### config.mk
export PLATFORM = sky130hd
export DESIGN_NAME = rom_port_arbiter
export DESIGN_NICKNAME = d
export VERILOG_FILES = /design/src/rtl/rom_port_arbiter_pkg.sv /design/src/rtl/rom_arb_resp.sv /design/src/rtl/rom_port_arbiter.sv
export SDC_FILE = /design/constraint.sdc
export NUM_CORES = 1
export LEC_CHECK = 0
export ABC_AREA = 1
export CAP_MARGIN = 20
export CORE_MARGIN = 5
export CORE_UTILIZATION = 37
export DETAILED_ROUTE_END_ITERATION = 10
export GPL_ROUTABILITY_DRIVEN = 0
export GPL_TIMING_DRIVEN = 0
export PLACE_DENSITY = 0.82
export SLEW_MARGIN = 15
export SYNTH_ARGS = -nofsm -noshare
export SYNTH_HDL_FRONTEND = slang
export SYNTH_SLANG_ARGS = --single-unit
### constraint.sdc
create_clock -name clk_i -period 2 [get_ports clk_i]
set_clock_uncertainty 0.15 [all_clocks]
set_input_delay 0.4 -clock clk_i [delete_from_list [all_inputs] [get_ports clk_i]]
set_output_delay 0.4 -clock clk_i [all_outputs]
set_load 0.05 [all_outputs]
### src/rtl/rom_port_arbiter_pkg.sv
// Shared types and constants for the ROM read-port arbiter.
// Memory-map and width defaults are provided here when the surrounding
// build does not already define them. The optional range check is
// enabled with the ROM_RANGE_CHK_EN macro (see rom_port_arbiter.sv).

`ifndef ADDR_WIDTH
`define ADDR_WIDTH 32
`endif
`ifndef DATA_WIDTH
`define DATA_WIDTH 32
`endif
`ifndef MEM_OFFSET
`define MEM_OFFSET 32'h8000_0000
`endif
`ifndef MEM_SIZE
`define MEM_SIZE 4096
`endif
`ifndef ARB_OWN_IF
`define ARB_OWN_IF 1'b0
`endif
`ifndef ARB_OWN_LS
`define ARB_OWN_LS 1'b1
`endif

package rom_port_arbiter_pkg;

   localparam int ADDR_W = `ADDR_WIDTH;
   localparam int DATA_W = `DATA_WIDTH;

   // Width of the IF run-length counter; MAX_IF_RUN is limited to 1..15.
   localparam int RUN_W = 4;

   // ROM window [MEM_BASE, MEM_LIMIT), limit kept one bit wider so a window
   // ending exactly at the top of the address space does not wrap.
   localparam logic [ADDR_W-1:0] MEM_BASE  = `MEM_OFFSET;
   localparam logic [ADDR_W:0]   MEM_LIMIT = {1'b0, MEM_BASE} + (ADDR_W+1)'(`MEM_SIZE);

   // Which requester owns the response currently in flight.
   typedef enum logic {
      OWN_IF = `ARB_OWN_IF,
      OWN_LS = `ARB_OWN_LS
   } owner_e;

   // True when a byte address falls outside the ROM window.
   function automatic logic addr_out_of_range(input logic [ADDR_W-1:0] addr);
      logic [ADDR_W:0] addr_ext;
      addr_ext = {1'b0, addr};
      return (addr_ext < {1'b0, MEM_BASE}) || (addr_ext >= MEM_LIMIT);
   endfunction

endpackage

### src/rtl/rom_arb_resp.sv
// Per-requester response stage: holds the word (and error flag) captured
// on the cycle this port was granted, and presents it the following cycle.
// rdata keeps its last value between responses; err is only asserted
// alongside rvalid.

module rom_arb_resp
   import rom_port_arbiter_pkg::*;
(
   input  logic              clk_i,
   input  logic              rst_n_i,
   input  logic              capture_i,   // this port is granted this cycle
   input  logic              pending_i,   // a response for this port is due now
   input  logic [DATA_W-1:0] data_i,      // ROM read data during the grant cycle
   input  logic              err_i,       // granted address was out of range
   output logic              rvalid_o,
   output logic [DATA_W-1:0] rdata_o,
   output logic              err_o
);

   logic [DATA_W-1:0] rdata_q;
   logic [DATA_W-1:0] rdata_d;
   logic              err_q;

   // Out-of-range accesses return zero instead of whatever the ROM drives.
   assign rdata_d = err_i ? '0 : data_i;

   // Capture the returned word on the granted edge; hold it otherwise.
   always_ff @(posedge clk_i or negedge rst_n_i) begin
      if (!rst_n_i) begin
         rdata_q <= '0;
         err_q   <= 1'b0;
      end else if (capture_i) begin
         rdata_q <= rdata_d;
         err_q   <= err_i;
      end
   end

   assign rvalid_o = pending_i;
   assign rdata_o  = rdata_q;
   assign err_o    = pending_i & err_q;

endmodule

### src/rtl/rom_port_arbiter.sv
// Two-requester arbiter for the single combinational ROM read port.
// Instruction fetch (IF) wins ties by default, but once it has been granted
// MAX_IF_RUN times in a row while the load unit (LS) waits, LS wins the next
// tie. Responses come back one cycle after the grant on the granted port.
// Optional feature: define ROM_RANGE_CHK_EN to flag addresses outside the
// ROM window (granted, ROM not enabled, response data 0 with err set).

module rom_port_arbiter
   import rom_port_arbiter_pkg::*;
#(
   parameter int unsigned MAX_IF_RUN = 4
) (
   input  logic              clk_i,
   input  logic              rst_n_i,

   input  logic              if_req_i,
   input  logic [ADDR_W-1:0] if_addr_i,
   output logic              if_gnt_o,
   output logic              if_rvalid_o,
   output logic [DATA_W-1:0] if_rdata_o,
   output logic              if_err_o,

   input  logic              ls_req_i,
   input  logic [ADDR_W-1:0] ls_addr_i,
   output logic              ls_gnt_o,
   output logic              ls_rvalid_o,
   output logic [DATA_W-1:0] ls_rdata_o,
   output logic              ls_err_o,

   output logic              rom_ce_o,
   output logic [ADDR_W-1:0] rom_addr_o,
   input  logic [DATA_W-1:0] rom_inst_i
);

   localparam logic [RUN_W-1:0] RUN_MAX = RUN_W'(MAX_IF_RUN);

   logic [RUN_W-1:0]  run_cnt_q;
   logic [RUN_W-1:0]  run_cnt_d;
   logic              pend_q;
   logic              pend_d;
   owner_e            owner_q;
   owner_e            owner_d;

   logic              if_gnt;
   logic              ls_gnt;
   logic              gnt_any;
   logic [ADDR_W-1:0] gnt_addr;
   logic              gnt_oor;

   // Pick at most one requester: IF by default, LS when IF has used up its run.
   always_comb begin
      if_gnt = 1'b0;
      ls_gnt = 1'b0;
      if (if_req_i && ls_req_i) begin
         if (run_cnt_q == RUN_MAX) begin
            ls_gnt = 1'b1;
         end else begin
            if_gnt = 1'b1;
         end
      end else begin
         if_gnt = if_req_i;
         ls_gnt = ls_req_i;
      end
   end

   assign gnt_any  = if_gnt | ls_gnt;
   assign gnt_addr = ls_gnt ? ls_addr_i : if_addr_i;

`ifdef ROM_RANGE_CHK_EN
   assign gnt_oor = gnt_any & addr_out_of_range(gnt_addr);
`else
   assign gnt_oor = 1'b0;
`endif

   // Count IF wins that LS sat through; any LS win or idle LS resets the run.
   always_comb begin
      run_cnt_d = run_cnt_q;
      if (!ls_req_i || ls_gnt) begin
         run_cnt_d = '0;
      end else if (if_gnt && (run_cnt_q != RUN_MAX)) begin
         run_cnt_d = run_cnt_q + 1'b1;
      end
   end

   // Remember whether a response is due next cycle and which port owns it.
   always_comb begin
      pend_d  = gnt_any;
      owner_d = owner_q;
      if (ls_gnt) begin
         owner_d = OWN_LS;
      end else if (if_gnt) begin
         owner_d = OWN_IF;
      end
   end

   // Arbitration and response-tracking state; reset drops any pending response.
   always_ff @(posedge clk_i or negedge rst_n_i) begin
      if (!rst_n_i) begin
         run_cnt_q <= '0;
         pend_q    <= 1'b0;
         owner_q   <= OWN_IF;
      end else begin
         run_cnt_q <= run_cnt_d;
         pend_q    <= pend_d;
         owner_q   <= owner_d;
      end
   end

   // ROM is only enabled for an in-range grant; address is zero when idle.
   assign rom_ce_o   = gnt_any & ~gnt_oor;
   assign rom_addr_o = gnt_any ? gnt_addr : '0;

   assign if_gnt_o = if_gnt;
   assign ls_gnt_o = ls_gnt;

   rom_arb_resp u_if_resp (
      .clk_i     (clk_i),
      .rst_n_i   (rst_n_i),
      .capture_i (if_gnt),
      .pending_i (pend_q && (owner_q == OWN_IF)),
      .data_i    (rom_inst_i),
      .err_i     (gnt_oor),
      .rvalid_o  (if_rvalid_o),
      .rdata_o   (if_rdata_o),
      .err_o     (if_err_o)
   );

   rom_arb_resp u_ls_resp (
      .clk_i     (clk_i),
      .rst_n_i   (rst_n_i),
      .capture_i (ls_gnt),
      .pending_i (pend_q && (owner_q == OWN_LS)),
      .data_i    (rom_inst_i),
      .err_i     (gnt_oor),
      .rvalid_o  (ls_rvalid_o),
      .rdata_o   (ls_rdata_o),
      .err_o     (ls_err_o)
   );

endmodule

# After elaboration in Yosys (flattened, before gate mapping)
# Index checks and enable logic that the tools add are counted.
# totals
reg_bits	70
inputBits	100
elab_cells	28
# op_classes
n_addsub	1
eq_ne	2
n_mux	10
bitwise_logic	2
reduce_logical	8
# op_table
op	count
$mux W32	2
$mux W4	2
$mux W1	6
$add A4 B1 Y4 const B	1
$eq A4 B3 Y1 const B	1
$logic_and A1 B1 Y1	4
$ne A4 B3 Y1 const B	1
$reduce_bool A2 Y1	2
$logic_not A1 Y1	1
$logic_or A1 B1 Y1	1
$not A1 Y1	1
$or A1 B1 Y1	1

# Logic depth before layout (Yosys ltp)
# logic_depth
word_depth	6
ltp_mapped	9

# Hierarchy
# Synthesis repeated with hierarchy kept, for this count alone.
# unflattened
cells_unflattened	436
hier_area_um2	3703.6
# modules_own_cells
mod	n_inst	cells_per_inst	area_per_inst_um2	seq_area_each_um2
rom_arb_resp	2	147	1431.4	825.8
rom_port_arbiter	1	142	840.8	150.1

# Worst setup path before layout
# OpenSTA, ideal clock, no wires.
# synth_path
path_type	register to output
from	register run_cnt_q[0]
to	output port rom_addr_o[13]
arrival_ns	1.575
required_time_ns	1.450
path_slack_ns	-0.125
path_stages_with_launch	9
n_path_buf	1
path_cell_list	dfrtp_1 > inv_1 > ha_1 > nand3_1 > nand2_2 > nand2_2 > buf_2 > nand2_1 > nand2_1
# synth_between
elab_chain_len	5
elab_cells_between_ends	8
cone_classes	eq/ne: 1; mux: 6; bitwise: 1
# synth_lines
element	line_no	text
from (decl)	rom_port_arbiter.sv:37	logic [RUN_W-1:0] run_cnt_q;
from (signal assigned)	rom_port_arbiter.sv:103	run_cnt_q <= run_cnt_d;
$eq A4 B3 Y1	rom_port_arbiter.sv:55	if (run_cnt_q == RUN_MAX) begin
$mux W1	rom_port_arbiter.sv:55	
$mux W1	rom_port_arbiter.sv:54	if (if_req_i && ls_req_i) begin
named net if_gnt_o	rom_port_arbiter.sv:18	output logic if_gnt_o,
$or A1 B1 Y1	rom_port_arbiter.sv:66	assign gnt_any = if_gnt | ls_gnt;
$mux W32	rom_port_arbiter.sv:111	assign rom_addr_o = gnt_any ? gnt_addr : '0;
to (decl)	rom_port_arbiter.sv:31	output logic [ADDR_W-1:0] rom_addr_o,
# The timed path passes the listed nets, and every way through them passes these cells.

# Final worst setup path
# layout_path
from	register run_cnt_q[0]
to	output port rom_addr_o[30]
# layout_between
elab_chain_len	5
elab_cells_between_ends	8
cone_classes	eq/ne: 1; mux: 6; bitwise: 1
# layout_lines
element	line_no
$eq A4 B3 Y1 (*)	rom_port_arbiter.sv:55
$mux W1	rom_port_arbiter.sv:55
$mux W1	rom_port_arbiter.sv:54
$mux W32 or $or A1 B1 Y1 (tied branches)	rom_port_arbiter.sv:67, rom_port_arbiter.sv:66
$mux W32 (*)	rom_port_arbiter.sv:111
# Every way passes the cells marked *; elsewhere a longest branch is shown, timed or not.

==> impl_metrics.toml <==
[status]
status = "complete, but fails checks"
violations = "negative setup slack"

[detailed_routing]
vias_per_cell = 4.814
drc = 0
first_iter_violations = 149
num_vias = 3659
wire_per_inst_um = 15.76
dr.pass1.iters = 4
drt-total-wl_um = 11970
ant_nets = 0

[setup_path]
cp-end-kind = "output port"
startpoint = "run_cnt_q[0]$_DFFE_PN0P_"
crit_fanout = 10
r2r_start = "run_cnt_q[0]$_DFFE_PN0P_"
setup.worst_path.start_class = "flop"
cp.required_ns = 1.45
critical_path_arrival_ns = 1.75
worst-setup-path-type = "flop to output port"

[clock_network]
cts_buffers = 9
clk_pin_slew_worst_paths_ns = 0.08
cts_sinks = 70
cts_tree = "yes"
clk_latency_ns = 0.34
cts-root-buf = "clkbuf_8"
htree_levels = 3
clockBufferDepth = 2

[pwr]
p_per_area_nw_per_um2 = 820.4
p_leak_uw = 0.003173
ir_drop_mv = 0.3420

[cells_and_area]
finalNetCount = 750
multi_input_area_um2 = 1435
seq_area_um2 = 1752
layout_common_cells = "nand2_1, clkdlybuf4s50_1, nand3_1"
area_growth_pct = 81.51
design_area_um2 = 6055
drive_above_1_share_pct = 19.79
fill_cells = 729
diodes = 0
fin_util_pct = 69.09
final_common_cell = "nand2_1"

[sta]
hold_viol = 0
setup_violations = 34
drv_slew = 0
worst_slew_margin_rel_pct = 63.67
rsz0062_at_grt = "yes"
timing_worst_slew_pin_value_ns = 0.5471
period_share_pct = 114.9
totalNegativeSetupSlack_ns = -8.551
fmax_mhz = 435.3
hold_ws_ns = 0.2823
fin_crit_ns = 2.297
setup_ws_ns = -0.2972

[yosys]
ys_ff_latch = 70
synth_xor_area_share_pct = 0.5251
synth.yosys.warnings = 0
yosys.area_share.simple_pct = 38.18
netlist_area_um2 = 3336
synth_cell_type_count = 15
synthAdderAreaFrac_pct = 0.7502
synthMuxAreaShare_pct = 0
seq_area_frac_synth_pct = 52.51
synth_top_family_by_area = "simple AND/OR/NAND/NOR gates"
avgSynthCellArea_um2 = 7.905
synth_compound_area_share_pct = 0
syn_inst = 422

[floorplan]
core_area_um2 = 8763
fp-row-count = 34
die_area_um2 = 11010
die_y_um = 105.0
start_util_pct = 38.06
die_w_um = 105.0
io_pins = 203

[grt]
grt_overflow_total = 0
grt_pass1_vias = 3677
antenna_found_initial = 0
track_usage_pct = 21.62
grt_pass1_wl_um = 19320
grt_start_max_net_pins = 62

[flow_run]
maxCapViolCount = 0

[place]
io_buffers = 200
dpl_worst_slack_ns = -1.090
dp_hpwl_um = 9104
placed_area_um2 = 5552

[worst_hold_path]
hold_path.class = "input pin to async pin"
final cells by class:
| cell class | count | share of cell area (%) |
|---|---|---|
| Timing Repair Buffer | 215 | 36.04 |
| Sequential cell | 70 | 28.93 |
| Multi-Input combinational cell | 310 | 23.70 |
| Buffer | 32 | 4.546 |
| Tap cell | 108 | 2.232 |
| Clock buffer | 9 | 2.046 |
| Clock inverter | 6 | 1.839 |
| Inverter | 10 | 0.6613 |
flip-flops by register name, summed over array words and instances (netlist names):
signal and count:
run_cnt_q 4, u_ls_resp.rdata_o 32, u_if_resp.rdata_o 32, pend_q 1
owner_q 1
where the power goes:
| part | internal (µW) | leakage (µW) | switching (µW) |
|---|---|---|---|
| clock | 821 | 0.000115 | 534 |
| sequential | 1580 | 0.000860 | 87.2 |
| combinational | 666 | 0.00220 | 1280 |
| total | 3060 | 0.00317 | 1900 |
logic make-up (layout without fill, tap and decap cells):
group | count (synthesis) | count (layout)
xor gates and xnor gates | 2 | 2
adders and majority gates | 2 | 2
buffers and inverters | 43 | 272
DFF | 70 | 70
other | 1 | 2
and+or+nand+nor | 304 | 304
synthesized netlist by cell type:
library cell / instances / area, µm²
buf_2: 16 / 80.08
buf_6: 6 / 67.56
dfrtp_1: 70 / 1752
xnor2_1: 1 / 8.760
clkinv_1: 1 / 3.750
nand3_1: 98 / 490.5
nor2_1: 5 / 18.77
nand2_1: 197 / 739.5
inv_1: 9 / 33.78
conb_1: 1 / 3.750
ha_1: 2 / 25.02
buf_4: 10 / 75.07
clkbuf_1: 1 / 3.750
nand2_2: 4 / 25.02
xor2_1: 1 / 8.760
stage by stage:
step,cells,power (µW)
floorplan,423,2838
global placement,731,3620
detailed placement,732,3655
CTS,757,4977
global route,760,5181
finish,760,4967
what timing repair did:
item,CTS,global route
gates cloned,0,1
gates resized for setup,342,20
pin swaps,4,11
hold endpoints to repair,9,0
endpoints found under the setup margin,101,55
buffers inserted,10,2
hold buffers,1,0
per-layer routing:
metal	up-vias	GRT usage [%]	wire, µm
li1	1790	-	-
met1	1701	25.07	4530
met2	157	38.35	6173
met3	11	7.213	1123
met4	0	5.388	147
met5	-	0	0
final timing paths:
kind / to / slack (ns) / depth (start not counted)
worst max register to register: u_ls_resp.rdata_o[20]$_DFFE_PN0P_ / 0.15 / 12
min in group clk_i: u_ls_resp.rdata_o[19]$_DFFE_PN0P_ / 0.32 / 2
worst min-delay path: u_ls_resp.rdata_o[17]$_DFFE_PN0P_ / 0.28 / 2
worst max-delay path: rom_addr_o[30] / -0.30 / 10
max in group asynchronous: u_if_resp.rdata_o[7]$_DFFE_PN0P_ / 0.88 / 3
worst min register to register: u_ls_resp.rdata_o[19]$_DFFE_PN0P_ / 0.32 / 2
worst max-delay path: stages, from the launching register on:
cell and delay, ns:
dfrtp_1 0.39, inv_1 0.06, ha_1 0.15, nand3_2 0.08, nand2_4 0.10, nand2_4 0.05, buf_8 0.13, buf_6 0.13
nand2_1 0.09, nand2_2 0.07, buf_8 0.15
No activity file was read; power rests on OpenSTA's default activity.
